$ cat config.mk
export PLATFORM = sky130hd
export DESIGN_NAME = address_tracker_flat
export DESIGN_NICKNAME = d
export VERILOG_FILES = /design/src/rtl/sdram_ports_pkg.sv /design/src/rtl/address_tracker_if.sv /design/src/rtl/address_tracker.sv /design/src/flat_wrapper.sv
export SDC_FILE = /design/constraint.sdc
export NUM_CORES = 1
export LEC_CHECK = 0
export ABC_CLOCK_PERIOD_IN_PS = 8140
export CAP_MARGIN = 5
export CORE_AREA = 2 2 82 84
export CTS_BUF_LIST = sky130_fd_sc_hd__clkbuf_8
export DETAILED_ROUTE_END_ITERATION = 6
export DIE_AREA = 0 0 84 86
export GPL_ROUTABILITY_DRIVEN = 0
export MAX_ROUTING_LAYER = met4
export PLACE_DENSITY_LB_ADDON = 0.2
export SLEW_MARGIN = 5
export SYNTH_ARGS = -nofsm -noshare
export SYNTH_HDL_FRONTEND = slang
export SYNTH_SLANG_ARGS = --single-unit
$ cat constraint.sdc
create_clock -name clk -period 8.14 [get_ports clk]
set_input_delay 1.628 -clock clk [delete_from_list [all_inputs] [get_ports clk]]
set_output_delay 1.628 -clock clk [all_outputs]
set_load 0.05 [all_outputs]
$ cat src/rtl/sdram_ports_pkg.sv
// ----------------------------------------------------------------------------
// sdram_ports_pkg : types and constants shared by the SDRAM port block
// Rev 1.0
// ----------------------------------------------------------------------------
`default_nettype none

package sdram_ports_pkg;

  localparam int          FRAME_PIXELS        = 307200;
  localparam logic [15:0] VGA_NULL_DATA_COLOR = 16'd500;

  typedef logic [18:0] pix_idx_t;
  typedef logic [24:0] sdram_addr_t;

endpackage

`default_nettype wire

$ cat src/rtl/address_tracker_if.sv
// ----------------------------------------------------------------------------
// address_tracker_if : SDRAM read-return / VGA FIFO write-side bundle
// Rev 1.0
// ----------------------------------------------------------------------------
`default_nettype none

interface address_tracker_if;
  import sdram_ports_pkg::sdram_addr_t;

  logic        readValid;
  sdram_addr_t raddr;
  sdram_addr_t readOffset;
  logic [8:0]  PortVout_usedw;
  logic        PortVout_wrreq;
  logic        PortVout_nullData;

  modport master (
    output readValid, raddr, readOffset, PortVout_usedw,
    input  PortVout_wrreq, PortVout_nullData
  );

  modport slave (
    input  readValid, raddr, readOffset, PortVout_usedw,
    output PortVout_wrreq, PortVout_nullData
  );

endinterface

`default_nettype wire

$ cat src/rtl/address_tracker.sv
// ----------------------------------------------------------------------------
// address_tracker : VGA FIFO write sequencer; keeps in-order SDRAM returns and
// inserts null pixels to avoid underrun. Optional macro ADDRESS_TRACKER_STATS_EN
// adds a saturating null-fill counter output (nullCount).
// Rev 1.0
// ----------------------------------------------------------------------------
`default_nettype none

module address_tracker
  import sdram_ports_pkg::pix_idx_t;
  import sdram_ports_pkg::sdram_addr_t;
#(
  parameter int         FRAME_PIXELS = sdram_ports_pkg::FRAME_PIXELS,
  parameter logic [8:0] LOW_WATER    = 9'd16,
  parameter logic [8:0] HIGH_WATER   = 9'd504
) (
  input  logic              clk,
  input  logic              rst,
`ifdef ADDRESS_TRACKER_STATS_EN
  output logic [15:0]       nullCount,
`endif
  address_tracker_if.slave  bus
);

  localparam pix_idx_t LAST_PIX = pix_idx_t'(FRAME_PIXELS - 1);

  function automatic pix_idx_t next_pix(input pix_idx_t p);
    return (p == LAST_PIX) ? '0 : p + pix_idx_t'(1);
  endfunction

  pix_idx_t    r_exp_pix;
  sdram_addr_t w_exp_addr;
  logic        w_below_high;
  logic        w_match;
  logic        w_starving;
  logic        w_wrreq;
  logic        w_null_data;

  // 25-bit add wraps naturally, matching the SDRAM word address space
  assign w_exp_addr   = bus.readOffset + {6'd0, r_exp_pix};
  assign w_below_high = bus.PortVout_usedw < HIGH_WATER;
  assign w_match      = bus.readValid && (bus.raddr == w_exp_addr) && w_below_high;
  assign w_starving   = (bus.PortVout_usedw < LOW_WATER) && w_below_high;

  always_comb begin
    w_wrreq     = 1'b0;
    w_null_data = 1'b0;
    if (!rst) begin
      if (w_match) begin
        w_wrreq = 1'b1;
      end else if (w_starving) begin
        w_wrreq     = 1'b1;
        w_null_data = 1'b1;
      end
    end
  end

  assign bus.PortVout_wrreq    = w_wrreq;
  assign bus.PortVout_nullData = w_null_data;

  always_ff @(posedge clk) begin
    if (rst) begin
      r_exp_pix <= '0;
    end else if (w_wrreq) begin
      r_exp_pix <= next_pix(r_exp_pix);
    end
  end

`ifdef ADDRESS_TRACKER_STATS_EN
  logic [15:0] r_null_count;

  always_ff @(posedge clk) begin
    if (rst) begin
      r_null_count <= '0;
    end else if (w_wrreq && w_null_data && (r_null_count != 16'hFFFF)) begin
      r_null_count <= r_null_count + 16'd1;
    end
  end

  assign nullCount = r_null_count;
`endif

endmodule

`default_nettype wire

$ cat src/flat_wrapper.sv
// flat-port wrapper written by rule: the top's interface ports become plain ports
module address_tracker_flat import sdram_ports_pkg::pix_idx_t; import sdram_ports_pkg::sdram_addr_t;
#(
  parameter int         FRAME_PIXELS = sdram_ports_pkg::FRAME_PIXELS,
  parameter logic [8:0] LOW_WATER    = 9'd16,
  parameter logic [8:0] HIGH_WATER   = 9'd504
)
  (clk, rst, bus_readValid, bus_raddr, bus_readOffset, bus_PortVout_usedw, bus_PortVout_wrreq, bus_PortVout_nullData);
  address_tracker_if bus_i ();
  input  logic clk;
  input  logic rst;
  input wire logic [$bits(bus_i.readValid)-1:0] bus_readValid;
  input wire logic [$bits(bus_i.raddr)-1:0] bus_raddr;
  input wire logic [$bits(bus_i.readOffset)-1:0] bus_readOffset;
  input wire logic [$bits(bus_i.PortVout_usedw)-1:0] bus_PortVout_usedw;
  output wire logic [$bits(bus_i.PortVout_wrreq)-1:0] bus_PortVout_wrreq;
  output wire logic [$bits(bus_i.PortVout_nullData)-1:0] bus_PortVout_nullData;
  assign bus_i.readValid = bus_readValid;
  assign bus_i.raddr = bus_raddr;
  assign bus_i.readOffset = bus_readOffset;
  assign bus_i.PortVout_usedw = bus_PortVout_usedw;
  assign bus_PortVout_wrreq = bus_i.PortVout_wrreq;
  assign bus_PortVout_nullData = bus_i.PortVout_nullData;
  address_tracker #(.FRAME_PIXELS(FRAME_PIXELS), .LOW_WATER(LOW_WATER), .HIGH_WATER(HIGH_WATER)) u_core (.clk(clk), .rst(rst), .bus(bus_i));
endmodule
==> results_dict.tcl <==
set metrics [dict create \
    synth_most_common_cell "nand2_1" \
    hp-class "reg2reg" \
    fin_setup_tns_ns 0 \
    port_buffers 60 \
    timing.slew.headroom 0.216 \
    holdBufCountCts 0 \
    rsz0062_at_grt "no" \
    leakage_nw 1.37 \
    cpMostUsedCell "clkdlybuf4s50_1" \
    synth-edff-count 0 \
    synth_ff_type "dfxtp_1" \
    route.detailed.drc 0 \
    hpwl_mm 7.26 \
    wl_per_cell_um 17.2 \
    clockRootBuffer "clkbuf_8" \
    overflow 0 \
    grt_max_degree 35 \
    synth.cell_area_um2 3100 \
    numCtsBuffers 3 \
    hold_viol 0 \
    yosysUniqueCellTypes 72 \
    synth_area_leader_cell "dfxtp_1" \
    finalCritPeriodShare 0.871 \
    grt_pass1_wl_mm 15.1 \
    crit_family "buffers and inverters" \
    path_class "in2out" \
    cts_setup_buffers 0 \
    regArea_um2 380 \
    synth_commonest_cells "46 x nand2_1, 31 x a21oi_1, 31 x nand3_1" \
    vdd_ir_drop_max_v 0.000114 \
    finalMaxSlewViolations 0 \
    largest_reg_flops 19 \
    drt_iter0_markers 292 \
    antenna_found_initial 0 \
    drt_wl_total_mm 9.38 \
    fmax_mhz 141 \
    crit_chain "clkdlybuf4s50_1 > ha_1 > fa_1 > nand3_1 > a21oi_1 > o211ai_1 > nor2_1 > or4_4 > a2111oi_4 > nand2_1 > o21a_1 > inv_1 > clkdlybuf4s50_1" \
    period_needed_ns 7.09 \
    setup_viol 0 \
    ys_seq_area_frac 0.123 \
    insertion_delay_ns 0.26 \
    vias 3556 \
    clkTransAtPathRegs_ns 0.08 \
    avgSynthCellArea_um2 7.28 \
    cp_slowest_stage_delay_ns 0.79 \
    synth_cells 426 \
    multi_input_area_um2 2550 \
    layout.nets 552 \
    async_reset_ff_frac 0 \
    fp-row-count 29 \
    viasPerCell 6.52 \
    syn_to_final_growth_pct 19.6 \
    die_w_um 84 \
    grt_use_total 0.257 \
    grt_pass1_vias 3298 \
    drive_above_1_share 0.0427 \
    cp-end-kind "output port" \
    die_h_um 86 \
    io_pins 64 \
    cp_num_buf_inv 3 \
    fp.dieArea_um2 7220 \
    fillers 591 \
    cts.sinks 19 \
    slowest_stage "clkdlybuf4s50_1" \
    start_util 0.494 \
    total_power_mw 0.290 \
    critPathRequiredTime_ns 6.51 \
    run_status "completed" \
    ant_nets 0 \
    synth-seq-cells 19 \
    powerDensity_nw_per_um2 78.3 \
    cts_tree "built" \
    top_regs "u_core.r_exp_pix x19" \
    cts_buffer_depth 2 \
    top_register "u_core.r_exp_pix" \
    fin_skew_ns 0.00358 \
    diodes 0 \
    critPathLaunchType "input pin" \
    crit_fanout 4 \
    dr.pass1.iters 5 \
    yosysTopAreaCellShare 0.123 \
    worstPathArrival_ns 5.46 \
    synth_nets 509 \
    core_area_um2 6280 \
    cts_max_level 1 \
    synthTopCellsByArea "dfxtp_1 12%, ha_1 8.1%, nand2_1 5.6%" \
    cap_violations 0 \
    cts_resized 0 \
    yosys_warnings 0 \
    worst_slew_pin_slew_ns 1.17 \
]
worst register-to-register path: cells and delay by family (launching register included):
kind | cells | cell delay, ns
and+or+nand+nor | 4 | 1.18
DFF | 1 | 0.42
AOI/OAI and AO/OA | 3 | 0.97
adders and majority gates | 2 | 0.69
xor gates and xnor gates | 1 | 0.19
layout by cell type (no fill, tap or decap), drive strengths merged, types with 16 or more instances in the layout:
master,count
clkdlybuf4s50,60
o21ai,25
nor2,26
xor2,16
nand2,46
nand4,18
xnor2,19
dfxtp,19
a21oi,34
ha,20
nand3,31
cells by family (layout without fill, tap and decap cells):
group | count (synthesis) | after routing | share of synthesized area
and+or+nand+nor | 189 | 189 | 0.336
AOI/OAI and AO/OA | 127 | 127 | 0.290
xor gates and xnor gates | 35 | 35 | 0.0988
buffers and inverters | 32 | 74 | 0.0556
adders and majority gates | 21 | 21 | 0.0871
DFF | 19 | 19 | 0.123
muxes | 3 | 3 | 0.0101
path summary, 6_finish.rpt:
check	startpoint	end	slack (ns)	cells after the start
hold reg to reg	u_core.r_exp_pix[18]	u_core.r_exp_pix[18]	0.55	1
hold / removal	u_core.r_exp_pix[18]	u_core.r_exp_pix[18]	0.55	1
setup / recovery	bus_readOffset[0]	bus_PortVout_wrreq	1.05	13
setup reg to reg	u_core.r_exp_pix[0]	u_core.r_exp_pix[7]	4.59	10
per-layer routing:
metal  part of all wire  global-route usage  routed length [um]
met4              0.019              0.0762                 182
met1               0.45               0.335                4260
met3              0.050              0.0144                 472
met2               0.48               0.432                4470
met5                  0                   -                   0
metrics by stage:
stage,setup slack [ns],cells,cell area (um2),utilization,hold slack (ns)
floorplan,2.23,426,3100,-,0.487
global placement,1.07,541,3660,0.584,0.526
detailed placement,1.09,541,3660,0.584,0.539
CTS,1.08,545,3710,0.591,0.549
global route,0.873,545,3710,0.591,0.582
finish,1.05,545,3710,0.591,0.551
where the power goes:
group	switching, mW	internal, mW
clock network	0.0344	0.0336
registers	0.00273	0.0946
logic	0.0642	0.0609
total	0.101	0.189
layout make-up:
cell class	instances	share of cell area
clock inverter	1	0.00101
inverter	10	0.0101
tap	77	0.0260
clock buffer	3	0.0111
multi-input combinational	375	0.687
sequential	19	0.103
timing repair buffer	60	0.162
Power figures use the tool's default switching activity.
==> edit: new RTL, same settings <==
`HIGH_WATER` is set to 9'd504 in 2 places; all go to 9'd252.
--- a/src/rtl/address_tracker.sv
+++ b/src/rtl/address_tracker.sv
@@ -13,5 +13,5 @@
   parameter int         FRAME_PIXELS = sdram_ports_pkg::FRAME_PIXELS,
   parameter logic [8:0] LOW_WATER    = 9'd16,
-  parameter logic [8:0] HIGH_WATER   = 9'd504
+  parameter logic [8:0] HIGH_WATER   = 9'd252
 ) (
   input  logic              clk,
--- a/src/flat_wrapper.sv
+++ b/src/flat_wrapper.sv
@@ -4,5 +4,5 @@
   parameter int         FRAME_PIXELS = sdram_ports_pkg::FRAME_PIXELS,
   parameter logic [8:0] LOW_WATER    = 9'd16,
-  parameter logic [8:0] HIGH_WATER   = 9'd504
+  parameter logic [8:0] HIGH_WATER   = 9'd252
 )
   (clk, rst, bus_readValid, bus_raddr, bus_readOffset, bus_PortVout_usedw, bus_PortVout_wrreq, bus_PortVout_nullData);
Formal check against the unedited RTL: not equivalent (Yosys sat finds a counterexample within 4 cycles, from zero or initial values and one cycle with rst high).
==> edit against the original RTL <==
Sequential share of layout area grew 0.85 points; critical path depth down 1; routed wire length shrank 14%; setup slack got worse by 0.29 ns; maximum frequency fell by 3.9%; area after synthesis is 12% lower; synthesized cell count fell by 9.6%; via count fell by 12%; worst hold slack worse by 0.019 ns; sequential cell count unchanged; cell area down 7.6%; total power fell by 12%.
==> edit: results (changes against the original RTL) <==
post-DP HPWL=6640 um (-8.5%); Initial DRC Count=181 (-38%); #FFs+latches synth=19 (unchanged); Buffers on Ports=61 (+1.7%); Leak Pwr=1.17 nW (-15%); grt met2 use=0.344 (-0.0880); Synth Net Count=468 (-8.1%); buffer share of cell area=0.178 (+0.0163); met3 routed WL=445 um (-5.7%); Internal=0.000177 W (-6.5%); CP max FO=8 (+4); met2 wire len=3720 um (-17%); Logic power comb=0.0000956 W (-24%); share of layout cells above drive strength 1=0.0410 (-0.00173); Final nets=523 (-5.3%); multi-input gate share of total cell area=0.660 (-0.0269); cell family with the largest share of critical-path delay=compound AO/OA/AOI/OAI gates; Non-Clock Inverter Count=8 (-2); worst vdd rail ir drop=0.104 mV (-8.3%); # diodes=0 (unchanged); Primary FF master, synth=dfxtp_1; Post-Route M1 WL=3820 um (-10%); initial antenna violation count=0 (unchanged); count of plain and timing-repair buffers=61 (+1.7%); run status=completed; depth of the worst register-to-register path=12 (+2); post-synthesis sequential area ratio=0.139 (+0.0167); CP peak stage delay=0.86 ns (+0.07 ns); Std-Cell Rows=29 (unchanged); global-route wire length before repair=12800 um (-15%); Clock-cell share=0.0135 (+0.00137); Synth area leaders=dfxtp_1, ha_1, a21oi_1, xnor2_1, nand2_1; routed vias/inst=6.04 (-7.5%); Top Layer Used=met4; hold depth=1 (unchanged); Yosys cell types=63 (-13%); Worst Tran Pin Value=0.787 ns (-0.386 ns); top flop regs=u_core.r_exp_pix (19); routed wire length=8110 um (-14%); worst min-delay path startpoint=u_core.r_exp_pix[18]$_SDFFE_PP0P_; GRT Util Overall=0.220 (-0.0365); grt met1 use=0.307 (-0.0278); Crit-path slowest cell=clkdlybuf4s50_1; DR pass1 iterations=5 (unchanged); clk_skew=0.00291 ns (-0.000669 ns); clock-pin slew on the worst setup and hold paths=roughly 0.070 ns; Post-DP Area=0.00338 mm2 (-7.8%); RR Endpoint=u_core.r_exp_pix[8]$_SDFFE_PP0P_; filler instances=614 (+3.9%); Critical Path Sink=bus_PortVout_wrreq; R2R Setup Slk=4.13 ns (-0.46 ns); RR Startpoint=u_core.r_exp_pix[0]$_SDFFE_PP0P_; #MultiIn Comb=347 (-7.5%); largest net degree at the start of global routing=27 (-23%); Hold Worst Slack=0.532 ns (-0.0191 ns); met3 GRT Util=0.0173 (+0.00289); commonest cells in the synthesized netlist=nand2_1, a21oi_1, nor2_1, o21ai_0; WP data arrival=5.75 ns (+0.29 ns); vias in the first global route=2717 (-18%); Reg power frac=0.363 (+0.028)
[edit: changes by cell type after synthesis, moves of 6 or more]
cell	change
nand3_1	-18
or4b_1	-6
o21ai_0	+14
or3_1	+6
buf_4	-6
a21oi_1	+7
[edit: metrics by stage]
stage	utilization	setup slack (ns)	power [W]	instances
6_report	0.546	0.765	0.000256	516
5_1_grt	0.546	0.562	0.000267	516
4_1_cts	0.546	0.820	0.000256	516
3_5_place_dp	0.539	0.843	0.000189	512
3_3_place_gp	0.539	0.854	0.000188	512
2_1_floorplan	-	2.11	0.000145	385
[edit: logic make-up after synthesis]
| logic type | Yosys count | share of synthesized area |
|---|---|---|
| compound gates | 135 | 0.324 |
| xor+xnor | 31 | 0.0994 |
| fa+ha+maj | 21 | 0.0990 |
| buf+inv | 19 | 0.0316 |
| flops | 19 | 0.139 |
| mux | 2 | 0.00733 |
| simple gates | 158 | 0.299 |
